<file path="config.mk">
export PLATFORM = sky130hd
export DESIGN_NAME = ssd_i2c_target
export DESIGN_NICKNAME = d
export VERILOG_FILES = /design/src/rtl/ssd_tgt_pkg.sv /design/src/rtl/ssd_i2c_target_line_sync.sv /design/src/rtl/ssd_i2c_target.sv
export SDC_FILE = /design/constraint.sdc
export NUM_CORES = 1
export LEC_CHECK = 0
export CORE_ASPECT_RATIO = 1.5
export CORE_UTILIZATION = 54
export DETAILED_ROUTE_END_ITERATION = 8
export MAX_ROUTING_LAYER = met4
export PLACE_DENSITY_LB_ADDON = 0.25
export SYNTH_ARGS = -nofsm -noshare
export SYNTH_HDL_FRONTEND = slang
export SYNTH_SLANG_ARGS = --single-unit
</file>
<file path="constraint.sdc">
create_clock -name clk -period 2.5 [get_ports clk]
set_input_delay 0.25 -clock clk [delete_from_list [all_inputs] [get_ports clk]]
set_output_delay 0.25 -clock clk [all_outputs]
set_load 0.02 [all_outputs]
</file>
<file path="src/rtl/ssd_tgt_pkg.sv">
// Shared types and constants for the SSD1306-style I2C target.
package ssd_tgt_pkg;

    typedef enum logic [2:0] {
        ST_IDLE,
        ST_ADDR,
        ST_ADDR_ACK,
        ST_CTRL,
        ST_CTRL_ACK,
        ST_BYTE,
        ST_BYTE_ACK,
        ST_IGNORE
    } tgt_state_t;

    localparam int         CTRL_DC_BIT    = 6;
    localparam logic [7:0] OP_COL_WINDOW  = 8'h21;
    localparam logic [7:0] OP_PAGE_WINDOW = 8'h22;
    localparam logic [6:0] COL_MAX        = 7'd127;
    localparam logic [2:0] PAGE_MAX       = 3'd7;

    // Vertical addressing: page advances first, column advances when page wraps.
    function automatic logic [9:0] ptr_advance(
        input logic [6:0] col,
        input logic [2:0] page,
        input logic [6:0] col_lo,
        input logic [6:0] col_hi,
        input logic [2:0] page_lo,
        input logic [2:0] page_hi
    );
        logic [6:0] col_n;
        logic [2:0] page_n;
        col_n  = col;
        page_n = page + 3'd1;
        if (page == page_hi) begin
            page_n = page_lo;
            col_n  = (col == col_hi) ? col_lo : col + 7'd1;
        end
        return {col_n, page_n};
    endfunction

endpackage

</file>
<file path="src/rtl/ssd_i2c_target_line_sync.sv">
// SCL/SDA synchronizer followed by one edge register; all detect outputs are registered.
module i2c_line_sync #(
    parameter int SYNC_STAGES = 2
) (
    input  logic clk,
    input  logic srst,
    input  logic scl,
    input  logic sda,
    output logic scl_rise,
    output logic scl_fall,
    output logic start_det,
    output logic stop_det,
    output logic sda_s
);

    logic [1:0] line_in;
    logic [1:0] line_s;
    logic       scl_d_reg;
    logic       sda_d_reg;
    logic       scl_rise_reg;
    logic       scl_fall_reg;
    logic       start_reg;
    logic       stop_reg;

    assign line_in = {sda, scl};

    generate
        for (genvar gi = 0; gi < 2; gi++) begin : g_line
            logic [SYNC_STAGES-1:0] chain_reg;
            // Shift the raw line through the synchronizer; idle bus level is high.
            always_ff @(posedge clk) begin
                if (srst) begin
                    chain_reg <= '1;
                end else begin
                    chain_reg <= {chain_reg[SYNC_STAGES-2:0], line_in[gi]};
                end
            end
            assign line_s[gi] = chain_reg[SYNC_STAGES-1];
        end
    endgenerate

    // Edge register plus registered edge/condition pulses; sda_s stays aligned with the pulses.
    always_ff @(posedge clk) begin
        if (srst) begin
            scl_d_reg    <= 1'b1;
            sda_d_reg    <= 1'b1;
            scl_rise_reg <= 1'b0;
            scl_fall_reg <= 1'b0;
            start_reg    <= 1'b0;
            stop_reg     <= 1'b0;
        end else begin
            scl_d_reg    <= line_s[0];
            sda_d_reg    <= line_s[1];
            scl_rise_reg <= line_s[0] & ~scl_d_reg;
            scl_fall_reg <= ~line_s[0] & scl_d_reg;
            start_reg    <= line_s[0] & scl_d_reg & sda_d_reg & ~line_s[1];
            stop_reg     <= line_s[0] & scl_d_reg & ~sda_d_reg & line_s[1];
        end
    end

    assign scl_rise  = scl_rise_reg;
    assign scl_fall  = scl_fall_reg;
    assign start_det = start_reg;
    assign stop_det  = stop_reg;
    assign sda_s     = sda_d_reg;

endmodule

</file>
<file path="src/rtl/ssd_i2c_target.sv">
// SSD1306-class I2C receive model: address/control/byte decode, ACK drive, pixel pointer.
// Optional feature: define SSD_TGT_WINDOW_EN for 0x21/0x22 column/page window commands.
module ssd_i2c_target
    import ssd_tgt_pkg::*;
#(
    parameter logic [7:0] ADDRESS     = 8'h78,
    parameter int         SYNC_STAGES = 2
) (
    input  logic       clk,
    input  logic       reset,
    input  logic       SCL,
    input  logic       SDA_IN,
    output logic       SDA_OUT,
    output logic       busy,
    output logic       cmd_valid,
    output logic [7:0] cmd_byte,
    output logic       pix_we,
    output logic [9:0] pix_addr,
    output logic [7:0] pix_data,
    output logic       frame_done,
    output logic       NACK
);

    logic scl_rise, scl_fall, start_det, stop_det, sda_s;

    i2c_line_sync #(.SYNC_STAGES(SYNC_STAGES)) u_sync (
        .clk       (clk),
        .srst      (reset),
        .scl       (SCL),
        .sda       (SDA_IN),
        .scl_rise  (scl_rise),
        .scl_fall  (scl_fall),
        .start_det (start_det),
        .stop_det  (stop_det),
        .sda_s     (sda_s)
    );

    tgt_state_t state_reg, state_next;
    logic [2:0] bit_cnt_reg, bit_cnt_next;
    logic [6:0] shift_reg, shift_next;
    logic       ack_phase_reg, ack_phase_next;
    logic       mode_reg, mode_next;
    logic       sda_out_reg, sda_out_next;
    logic       busy_reg, busy_next;
    logic       nack_reg, nack_next;
    logic       wrote_reg, wrote_next;
    logic [6:0] col_reg, col_next;
    logic [2:0] page_reg, page_next;
    logic       cmd_valid_reg, cmd_valid_next;
    logic [7:0] cmd_byte_reg, cmd_byte_next;
    logic       pix_we_reg, pix_we_next;
    logic [9:0] pix_addr_reg, pix_addr_next;
    logic [7:0] pix_data_reg, pix_data_next;
    logic       frame_done_reg, frame_done_next;
    logic [7:0] byte_in;
    logic [6:0] col_lo, col_hi;
    logic [2:0] page_lo, page_hi;

    assign byte_in = {shift_reg, sda_s};

`ifdef SSD_TGT_WINDOW_EN
    logic [6:0] col_lo_reg, col_lo_next, col_hi_reg, col_hi_next;
    logic [2:0] page_lo_reg, page_lo_next, page_hi_reg, page_hi_next;
    logic [2:0] arg_reg, arg_next;   // 0 none, 1/2 column args, 3/4 page args

    // Window bound registers, full panel after reset.
    always_ff @(posedge clk) begin
        if (reset) begin
            col_lo_reg  <= 7'd0;
            col_hi_reg  <= COL_MAX;
            page_lo_reg <= 3'd0;
            page_hi_reg <= PAGE_MAX;
            arg_reg     <= 3'd0;
        end else begin
            col_lo_reg  <= col_lo_next;
            col_hi_reg  <= col_hi_next;
            page_lo_reg <= page_lo_next;
            page_hi_reg <= page_hi_next;
            arg_reg     <= arg_next;
        end
    end

    // Track 0x21/0x22 opcodes and capture their two argument bytes.
    always_comb begin
        col_lo_next  = col_lo_reg;
        col_hi_next  = col_hi_reg;
        page_lo_next = page_lo_reg;
        page_hi_next = page_hi_reg;
        arg_next     = arg_reg;
        if (start_det) begin
            arg_next = 3'd0;
        end else if (cmd_valid_next) begin
            case (arg_reg)
                3'd1: begin col_lo_next  = byte_in[6:0]; arg_next = 3'd2; end
                3'd2: begin col_hi_next  = byte_in[6:0]; arg_next = 3'd0; end
                3'd3: begin page_lo_next = byte_in[2:0]; arg_next = 3'd4; end
                3'd4: begin page_hi_next = byte_in[2:0]; arg_next = 3'd0; end
                default: begin
                    if (byte_in == OP_COL_WINDOW) begin
                        arg_next = 3'd1;
                    end else if (byte_in == OP_PAGE_WINDOW) begin
                        arg_next = 3'd3;
                    end
                end
            endcase
        end
    end

    assign col_lo  = col_lo_reg;
    assign col_hi  = col_hi_reg;
    assign page_lo = page_lo_reg;
    assign page_hi = page_hi_reg;
`else
    assign col_lo  = 7'd0;
    assign col_hi  = COL_MAX;
    assign page_lo = 3'd0;
    assign page_hi = PAGE_MAX;
`endif

    // State and output registers.
    always_ff @(posedge clk) begin
        if (reset) begin
            state_reg      <= ST_IDLE;
            bit_cnt_reg    <= 3'd0;
            shift_reg      <= 7'd0;
            ack_phase_reg  <= 1'b0;
            mode_reg       <= 1'b0;
            sda_out_reg    <= 1'b1;
            busy_reg       <= 1'b0;
            nack_reg       <= 1'b0;
            wrote_reg      <= 1'b0;
            col_reg        <= 7'd0;
            page_reg       <= 3'd0;
            cmd_valid_reg  <= 1'b0;
            cmd_byte_reg   <= 8'd0;
            pix_we_reg     <= 1'b0;
            pix_addr_reg   <= 10'd0;
            pix_data_reg   <= 8'd0;
            frame_done_reg <= 1'b0;
        end else begin
            state_reg      <= state_next;
            bit_cnt_reg    <= bit_cnt_next;
            shift_reg      <= shift_next;
            ack_phase_reg  <= ack_phase_next;
            mode_reg       <= mode_next;
            sda_out_reg    <= sda_out_next;
            busy_reg       <= busy_next;
            nack_reg       <= nack_next;
            wrote_reg      <= wrote_next;
            col_reg        <= col_next;
            page_reg       <= page_next;
            cmd_valid_reg  <= cmd_valid_next;
            cmd_byte_reg   <= cmd_byte_next;
            pix_we_reg     <= pix_we_next;
            pix_addr_reg   <= pix_addr_next;
            pix_data_reg   <= pix_data_next;
            frame_done_reg <= frame_done_next;
        end
    end

    // Next-state logic: START/STOP take priority over every state.
    always_comb begin
        state_next      = state_reg;
        bit_cnt_next    = bit_cnt_reg;
        shift_next      = shift_reg;
        ack_phase_next  = ack_phase_reg;
        mode_next       = mode_reg;
        sda_out_next    = sda_out_reg;
        busy_next       = busy_reg;
        nack_next       = nack_reg;
        wrote_next      = wrote_reg;
        col_next        = col_reg;
        page_next       = page_reg;
        cmd_valid_next  = 1'b0;
        cmd_byte_next   = cmd_byte_reg;
        pix_we_next     = 1'b0;
        pix_addr_next   = pix_addr_reg;
        pix_data_next   = pix_data_reg;
        frame_done_next = 1'b0;

        if (start_det) begin
            state_next     = ST_ADDR;
            bit_cnt_next   = 3'd0;
            ack_phase_next = 1'b0;
            sda_out_next   = 1'b1;
        end else if (stop_det) begin
            state_next      = ST_IDLE;
            ack_phase_next  = 1'b0;
            sda_out_next    = 1'b1;
            busy_next       = 1'b0;
            frame_done_next = wrote_reg;
            wrote_next      = 1'b0;
        end else begin
            case (state_reg)
                ST_ADDR, ST_CTRL, ST_BYTE: begin
                    if (scl_rise) begin
                        shift_next   = byte_in[6:0];
                        bit_cnt_next = bit_cnt_reg + 3'd1;
                        if (bit_cnt_reg == 3'd7) begin
                            if (state_reg == ST_ADDR) begin
                                if (byte_in == ADDRESS) begin
                                    state_next = ST_ADDR_ACK;
                                    busy_next  = 1'b1;
                                end else begin
                                    state_next = ST_IGNORE;
                                    nack_next  = 1'b1;
                                end
                            end else if (state_reg == ST_CTRL) begin
                                state_next = ST_CTRL_ACK;
                                mode_next  = byte_in[CTRL_DC_BIT];
                                if (byte_in[CTRL_DC_BIT]) begin
                                    col_next  = col_lo;
                                    page_next = page_lo;
                                end
                            end else begin
                                state_next = ST_BYTE_ACK;
                                if (mode_reg) begin
                                    pix_we_next           = 1'b1;
                                    pix_addr_next         = {col_reg, page_reg};
                                    pix_data_next         = byte_in;
                                    wrote_next            = 1'b1;
                                    {col_next, page_next} = ptr_advance(col_reg, page_reg,
                                                                        col_lo, col_hi,
                                                                        page_lo, page_hi);
                                end else begin
                                    cmd_valid_next = 1'b1;
                                    cmd_byte_next  = byte_in;
                                end
                            end
                        end
                    end
                end
                ST_ADDR_ACK, ST_CTRL_ACK, ST_BYTE_ACK: begin
                    // First SCL fall pulls SDA low, the next one releases it.
                    if (scl_fall) begin
                        if (!ack_phase_reg) begin
                            sda_out_next   = 1'b0;
                            ack_phase_next = 1'b1;
                        end else begin
                            sda_out_next   = 1'b1;
                            ack_phase_next = 1'b0;
                            bit_cnt_next   = 3'd0;
                            if (state_reg == ST_ADDR_ACK) begin
                                state_next = ST_CTRL;
                            end else begin
                                state_next = ST_BYTE;
                            end
                        end
                    end
                end
                default: ;
            endcase
        end
    end

    assign SDA_OUT    = sda_out_reg;
    assign busy       = busy_reg;
    assign NACK       = nack_reg;
    assign cmd_valid  = cmd_valid_reg;
    assign cmd_byte   = cmd_byte_reg;
    assign pix_we     = pix_we_reg;
    assign pix_addr   = pix_addr_reg;
    assign pix_data   = pix_data_reg;
    assign frame_done = frame_done_reg;

endmodule
</file>
==> impl_metrics.env, run 1 <==
export IMPL_status="finished clean"
export IMPL_seq_area_frac_synth=0.506
export IMPL_drt_pass1_iterations=4
export IMPL_worstPathMaxFanout=9
export IMPL_cts_root_buffer="clkbuf_8"
export IMPL_grt_pass1_wl_um=8650
export IMPL_finalSetupViolations=0
export IMPL_synthTopCellsByArea="dfxtp_1 51%, mux2i_1 13%, nor2_1 6.3%, nand2_1 2.5%, ha_1 2.3%"
export IMPL_hp_class="flip-flop to flip-flop"
export IMPL_peakVddDrop_uv=462
export IMPL_finalHoldViolCount=0
export IMPL_dp_cells=363
export IMPL_syn2layout_area_growth_pct=22.7
export IMPL_die_x_um=59.6
export IMPL_die_h_um=88.5
export IMPL_dieArea_um2=5280
export IMPL_dr_total_vias=2079
export IMPL_setup_tns_ps=0
export IMPL_grt_pass1_vias=1956
export IMPL_grt_overflow=0
export IMPL_most_common_layout_cells="68 x dfxtp_1, 45 x nor2_1, 36 x mux2i_1"
export IMPL_arrival_ps=2270
export IMPL_cts_resized=0
export IMPL_antenna_cells=0
export IMPL_syn_area_um2=2690
export IMPL_avgSynthCellArea_um2=9.79
export IMPL_finalClockSkew_ps=11.2
export IMPL_ios=36
export IMPL_final_max_slew_viol_count=0
export IMPL_layout_commonest_cell="dfxtp_1"
export IMPL_coreArea_um2=4810
export IMPL_yosysTopAreaCell="dfxtp_1"
export IMPL_cp_required_ps=2700
export IMPL_yosysWarnings=0
export IMPL_path_clk_slew_ps=70
export IMPL_io_buffers=35
export IMPL_largest_reg_flops=10
export IMPL_cp_end_kind="flip-flop"
export IMPL_min_period_ps=2080
export IMPL_final_nets=317
export IMPL_cts_sinks=68
export IMPL_htree_levels=3
export IMPL_place_gp_congestion=0.847
export IMPL_antenna_left=0
export IMPL_cts_tree="yes"
export IMPL_synth_seq_cells=68
export IMPL_hold_buffers=0
export IMPL_rsz0062_at_grt="no"
export IMPL_drive_gt1_frac=0.0865
export IMPL_dpl_hpwl_um=3530
export IMPL_maxCapViolCount=0
export IMPL_fp_row_count=31
export IMPL_first_iter_violations=41
export IMPL_worstSkewPairLatency_ps=340
export IMPL_tightest_slew_ps=783
export IMPL_clock_path_buffers=2
export IMPL_start_kind="flip-flop"
export IMPL_via_per_inst=5.50
export IMPL_post_cts_buffers=0
export IMPL_instances_no_fill=378
export IMPL_antenna_found_initial=0
export IMPL_place_area_um2=3070
export IMPL_async_flop_share=0
export IMPL_fmax_mhz=481
export IMPL_grt_start_max_net_pins=49
export IMPL_synthCells=275
export IMPL_final_area_um2=3300
export IMPL_path_class="flip-flop to flip-flop"
export IMPL_fin_crit_sh=0.831
export IMPL_synth_distinct_cells=41
export IMPL_fillCellCount=390
export IMPL_wirelength_um=5080
export IMPL_drc=0
export IMPL_synth_edff_count=0
export IMPL_synth_nets=284
export IMPL_cts_made_buffers=9
export IMPL_fin_ws_ps=422
export IMPL_dominantRegCellSynth="dfxtp_1"
export IMPL_start_util=0.560
export IMPL_avgRoutedWirePerCell_um=13.4
export IMPL_grt_usage=0.228
export IMPL_dp_worst_setup_slack_ps=415
export IMPL_maxSlewHeadroom=0.478
export IMPL_yosys_area_top_type_share=0.506
export IMPL_p_leak_nw=1.48
export IMPL_p_per_area_nw_per_um2=666
power breakdown:
part	total, mW	leakage, nW	switching (mW)	internal (mW)
Sequential	1.10	0.549	0.00851	1.09
Clock	1.07	0.112	0.408	0.658
Combinational	0.0350	0.818	0.0227	0.0123
final cells by class:
cell class | instances | area (um2) | area share
inverter | 5 | 18.8 | 0.00568
tap | 66 | 82.6 | 0.0250
clock buffer | 9 | 124 | 0.0375
multi-input combinational | 187 | 1230 | 0.372
sequential | 68 | 1360 | 0.412
clock inverter | 6 | 114 | 0.0345
timing repair buffer | 37 | 373 | 0.113
metal layers:
| metal | routed length, um | vias up | part of all wire | track usage |
|---|---|---|---|---|
| met4 | 116 | 0 | 0.023 | 0.125 |
| li1 | - | 1023 | - | - |
| met2 | 2640 | 56 | 0.52 | 0.381 |
| met5 | 0 | - | 0 | - |
| met1 | 2120 | 990 | 0.42 | 0.237 |
| met3 | 205 | 10 | 0.040 | 0.0643 |
through the flow:
stage                     total power [mW]  hold WS, ps   util
after floorplan                       1.15          354      -
after global placement                1.16          393  0.637
after detailed placement              1.16          395  0.637
after CTS                             2.22          412  0.687
after global routing                  2.28          416  0.687
final                                 2.20          410  0.687
synth_stat cells, types with 2 or more instances:
library cell	number
dfxtp_1	68
nor2_1	45
mux2i_1	36
nand2_1	18
nand3_1	12
a21oi_1	10
clkbuf_1	9
and3_1	6
o21ai_0	6
or2_2	6
ha_1	5
inv_1	5
nor3b_1	4
a31oi_1	3
and3b_1	3
nor3_1	3
or3b_1	3
or4_1	3
a21o_1	2
a41oi_1	2
buf_2	2
buf_4	2
buf_6	2
nand2b_1	2
nand4_1	2
critical path, stage by stage (launching register included):
cell	delay, ps
dfxtp_1	350
ha_1	150
ha_1	140
and4bb_1	430
nand3_1	480
mux2i_1	320
nor2_1	60
cells by family after synthesis:
family / share of synthesized area
xor+xnor: 0.00325
mux: 0.134
compound gates: 0.0804
flops: 0.506
simple gates: 0.216
fa+ha+maj: 0.0232
buf+inv: 0.0372
final timing paths:
kind | from | slack, ps | depth (start not counted) | endpoint
setup / recovery | bit_cnt_reg[0] | 420 | 6 | cmd_byte[4]
hold / removal | u_sync.g_line[0].chain_reg[0] | 410 | 1 | u_sync.g_line[0].chain_reg[1]
setup reg to reg | bit_cnt_reg[0] | 420 | 6 | cmd_byte[4]
hold reg to reg | u_sync.g_line[0].chain_reg[0] | 410 | 1 | u_sync.g_line[0].chain_reg[1]
Note: power is estimated with default switching activity, not from simulation.
==> inputs of run 2 (changes only) <==
CORE_UTILIZATION = 49   (was 54)
clock period = 1.84 ns   (was 2.5 ns; I/O delays follow)
==> run 2 against run 1 <==
Against the previous run: sequential power increased by 35%; global-route usage decreased by 2.6 points; cell area increased by 3.7%; non-clock buffer count increased by 16; largest cell class unchanged; final cell count increased by 4.5%; sequential share of layout area decreased by 1.4 points; register-to-register slack got worse by 340 ps; clock power increased by 11%; largest power group unchanged; power increased by 25%; via count about the same; critical path depth unchanged.
==> impl_metrics.env, run 2 (synthesized netlist as in run 1, its figures left out) <==
export IMPL_cp_slowest_cell="or4_1"
export IMPL_status="finished clean"
export IMPL_fmax_mhz=569
export IMPL_start_kind="flip-flop"
export IMPL_postLayoutCoreUtil=0.658
export IMPL_cts_tree="yes"
export IMPL_dp_worst_setup_slack_ps=-17.5
export IMPL_worst_path_buf_inv=0
export IMPL_first_iter_violations=82
export IMPL_rr_startpoint="bit_cnt_reg[0]"
export IMPL_layout_commonest_cell="dfxtp_1"
export IMPL_grt_pass1_wl_um=8930
export IMPL_dpl_hpwl_um=3560
export IMPL_cts_sinks=68
export IMPL_path_clk_slew_ps=70
export IMPL_fp_row_count=32
export IMPL_place_area_um2=3200
export IMPL_dr_total_vias=2078
export IMPL_cp_depth=6
export IMPL_arrival_ps=2020
export IMPL_clock_path_buffers=2
export IMPL_final_area_um2=3430
export IMPL_antenna_cells=0
export IMPL_crit_path_frequent_cell="ha_1"
export IMPL_place_gp_congestion=0.852
export IMPL_p_leak_nw=1.55
export IMPL_io_buffers=35
export IMPL_coreArea_um2=5200
export IMPL_r2r_end="col_reg[5]"
export IMPL_antenna_found_initial=0
export IMPL_dieArea_um2=5800
export IMPL_max_stage_delay_ps=470
export IMPL_instances_no_fill=395
export IMPL_final_nets=333
export IMPL_peakVddDrop_uv=520
export IMPL_antenna_left=0
export IMPL_min_period_ps=1760
export IMPL_endpoint="col_reg[5]"
export IMPL_wirelength_um=5170
export IMPL_hp_class="primary input to flip-flop"
export IMPL_path_class="flip-flop to flip-flop"
export IMPL_largest_reg_flops=10
export IMPL_dp_cells=379
export IMPL_cp_required_ps=2100
export IMPL_cp_top_family="simple AND/OR/NAND/NOR gates"
export IMPL_maxSlewHeadroom=0.628
export IMPL_whs_ps=327
export IMPL_tightest_slew_ps=557
export IMPL_finalSetupViolations=0
export IMPL_worstSkewPairLatency_ps=330
export IMPL_avgRoutedWirePerCell_um=13.1
export IMPL_most_common_layout_cells="65 x dfxtp_1, 45 x nor2_1, 36 x mux2i_1"
export IMPL_worstRegToRegCells=6
export IMPL_maxCapViolCount=0
export IMPL_fillCellCount=440
export IMPL_setup_tns_ps=0
export IMPL_startpoint="bit_cnt_reg[0]"
export IMPL_drt_pass1_iterations=4
export IMPL_syn2layout_area_growth_pct=27.3
export IMPL_finalClockSkew_ps=4.47
export IMPL_die_h_um=92.8
export IMPL_p_per_area_nw_per_um2=800
export IMPL_grt_usage=0.203
export IMPL_start_util=0.517
export IMPL_grt_pass1_vias=2067
export IMPL_path_cells="ha_1 > ha_1 > and4bb_4 > o211ai_4 > or4_1 > a31oi_1"
export IMPL_htree_levels=3
export IMPL_fin_ws_ps=81.8
export IMPL_final_max_slew_viol_count=0
export IMPL_drc=0
export IMPL_cts_made_buffers=9
export IMPL_p_total_mw=2.74
export IMPL_drive_gt1_frac=0.147
export IMPL_ios=36
export IMPL_cp_end_kind="flip-flop"
export IMPL_cts_root_buffer="clkbuf_8"
export IMPL_grt_start_max_net_pins=33
export IMPL_worstPathMaxFanout=8
export IMPL_via_per_inst=5.26
export IMPL_rrSetupSlack_ps=80
export IMPL_fin_crit_sh=0.956
export IMPL_die_x_um=62.5
export IMPL_finalHoldViolCount=0
export IMPL_grt_overflow=0
export IMPL_rsz0062_at_grt="yes"
run 2: how the worst min path moves through the flow:
stage	from	endpoint	slack, ps	cells after the start
floorplan	SCL	u_sync.g_line[0].chain_reg[0]	290	1
global placement	u_sync.g_line[1].chain_reg[0]	u_sync.g_line[1].chain_reg[1]	390	1
detailed placement	u_sync.g_line[1].chain_reg[0]	u_sync.g_line[1].chain_reg[1]	400	1
CTS	reset	pix_data[4]	320	2
global route	reset	pix_data[5]	350	2
finish	reset	NACK	330	2
run 2: area by class of cell:
class / count / area, um2 / share of cell area
Clock buffer: 12 / 155 / 0.0453
Sequential cell: 68 / 1370 / 0.398
Clock inverter: 2 / 35.0 / 0.0102
Tap cell: 68 / 85.1 / 0.0248
Inverter: 5 / 18.8 / 0.00548
Timing Repair Buffer: 53 / 522 / 0.152
Multi-Input combinational cell: 187 / 1240 / 0.363
run 2: metal layers:
layer,wire length (um),vias up,track usage
met5,0,-,-
met4,125,0,0.120
met3,148,11,0.0542
met2,2670,38,0.348
met1,2220,971,0.205
li1,-,1058,-
run 2: timing repair:
item / in CTS / in global routing
setup buffers: 0 / 2
hold buffers: 0 / 0
pin swaps: 0 / 2
resized for setup: 2 / 7
cloned: 0 / 0
endpoints found under the setup margin: 3 / 10
run 2: worst reg2reg max path: cells and delay by family, from the launching register on:
family / cells / cell delay [ps]
and+or+nand+nor: 2 / 770
AOI/OAI and AO/OA: 2 / 290
DFF: 1 / 330
adders and majority gates: 2 / 300
run 2: where the power goes:
part	internal, mW	total (mW)	switching [mW]	leakage [nW]
registers	1.48	1.49	0.00841	0.551
logic	0.0217	0.0571	0.0354	0.905
clock network	0.683	1.19	0.510	0.0983
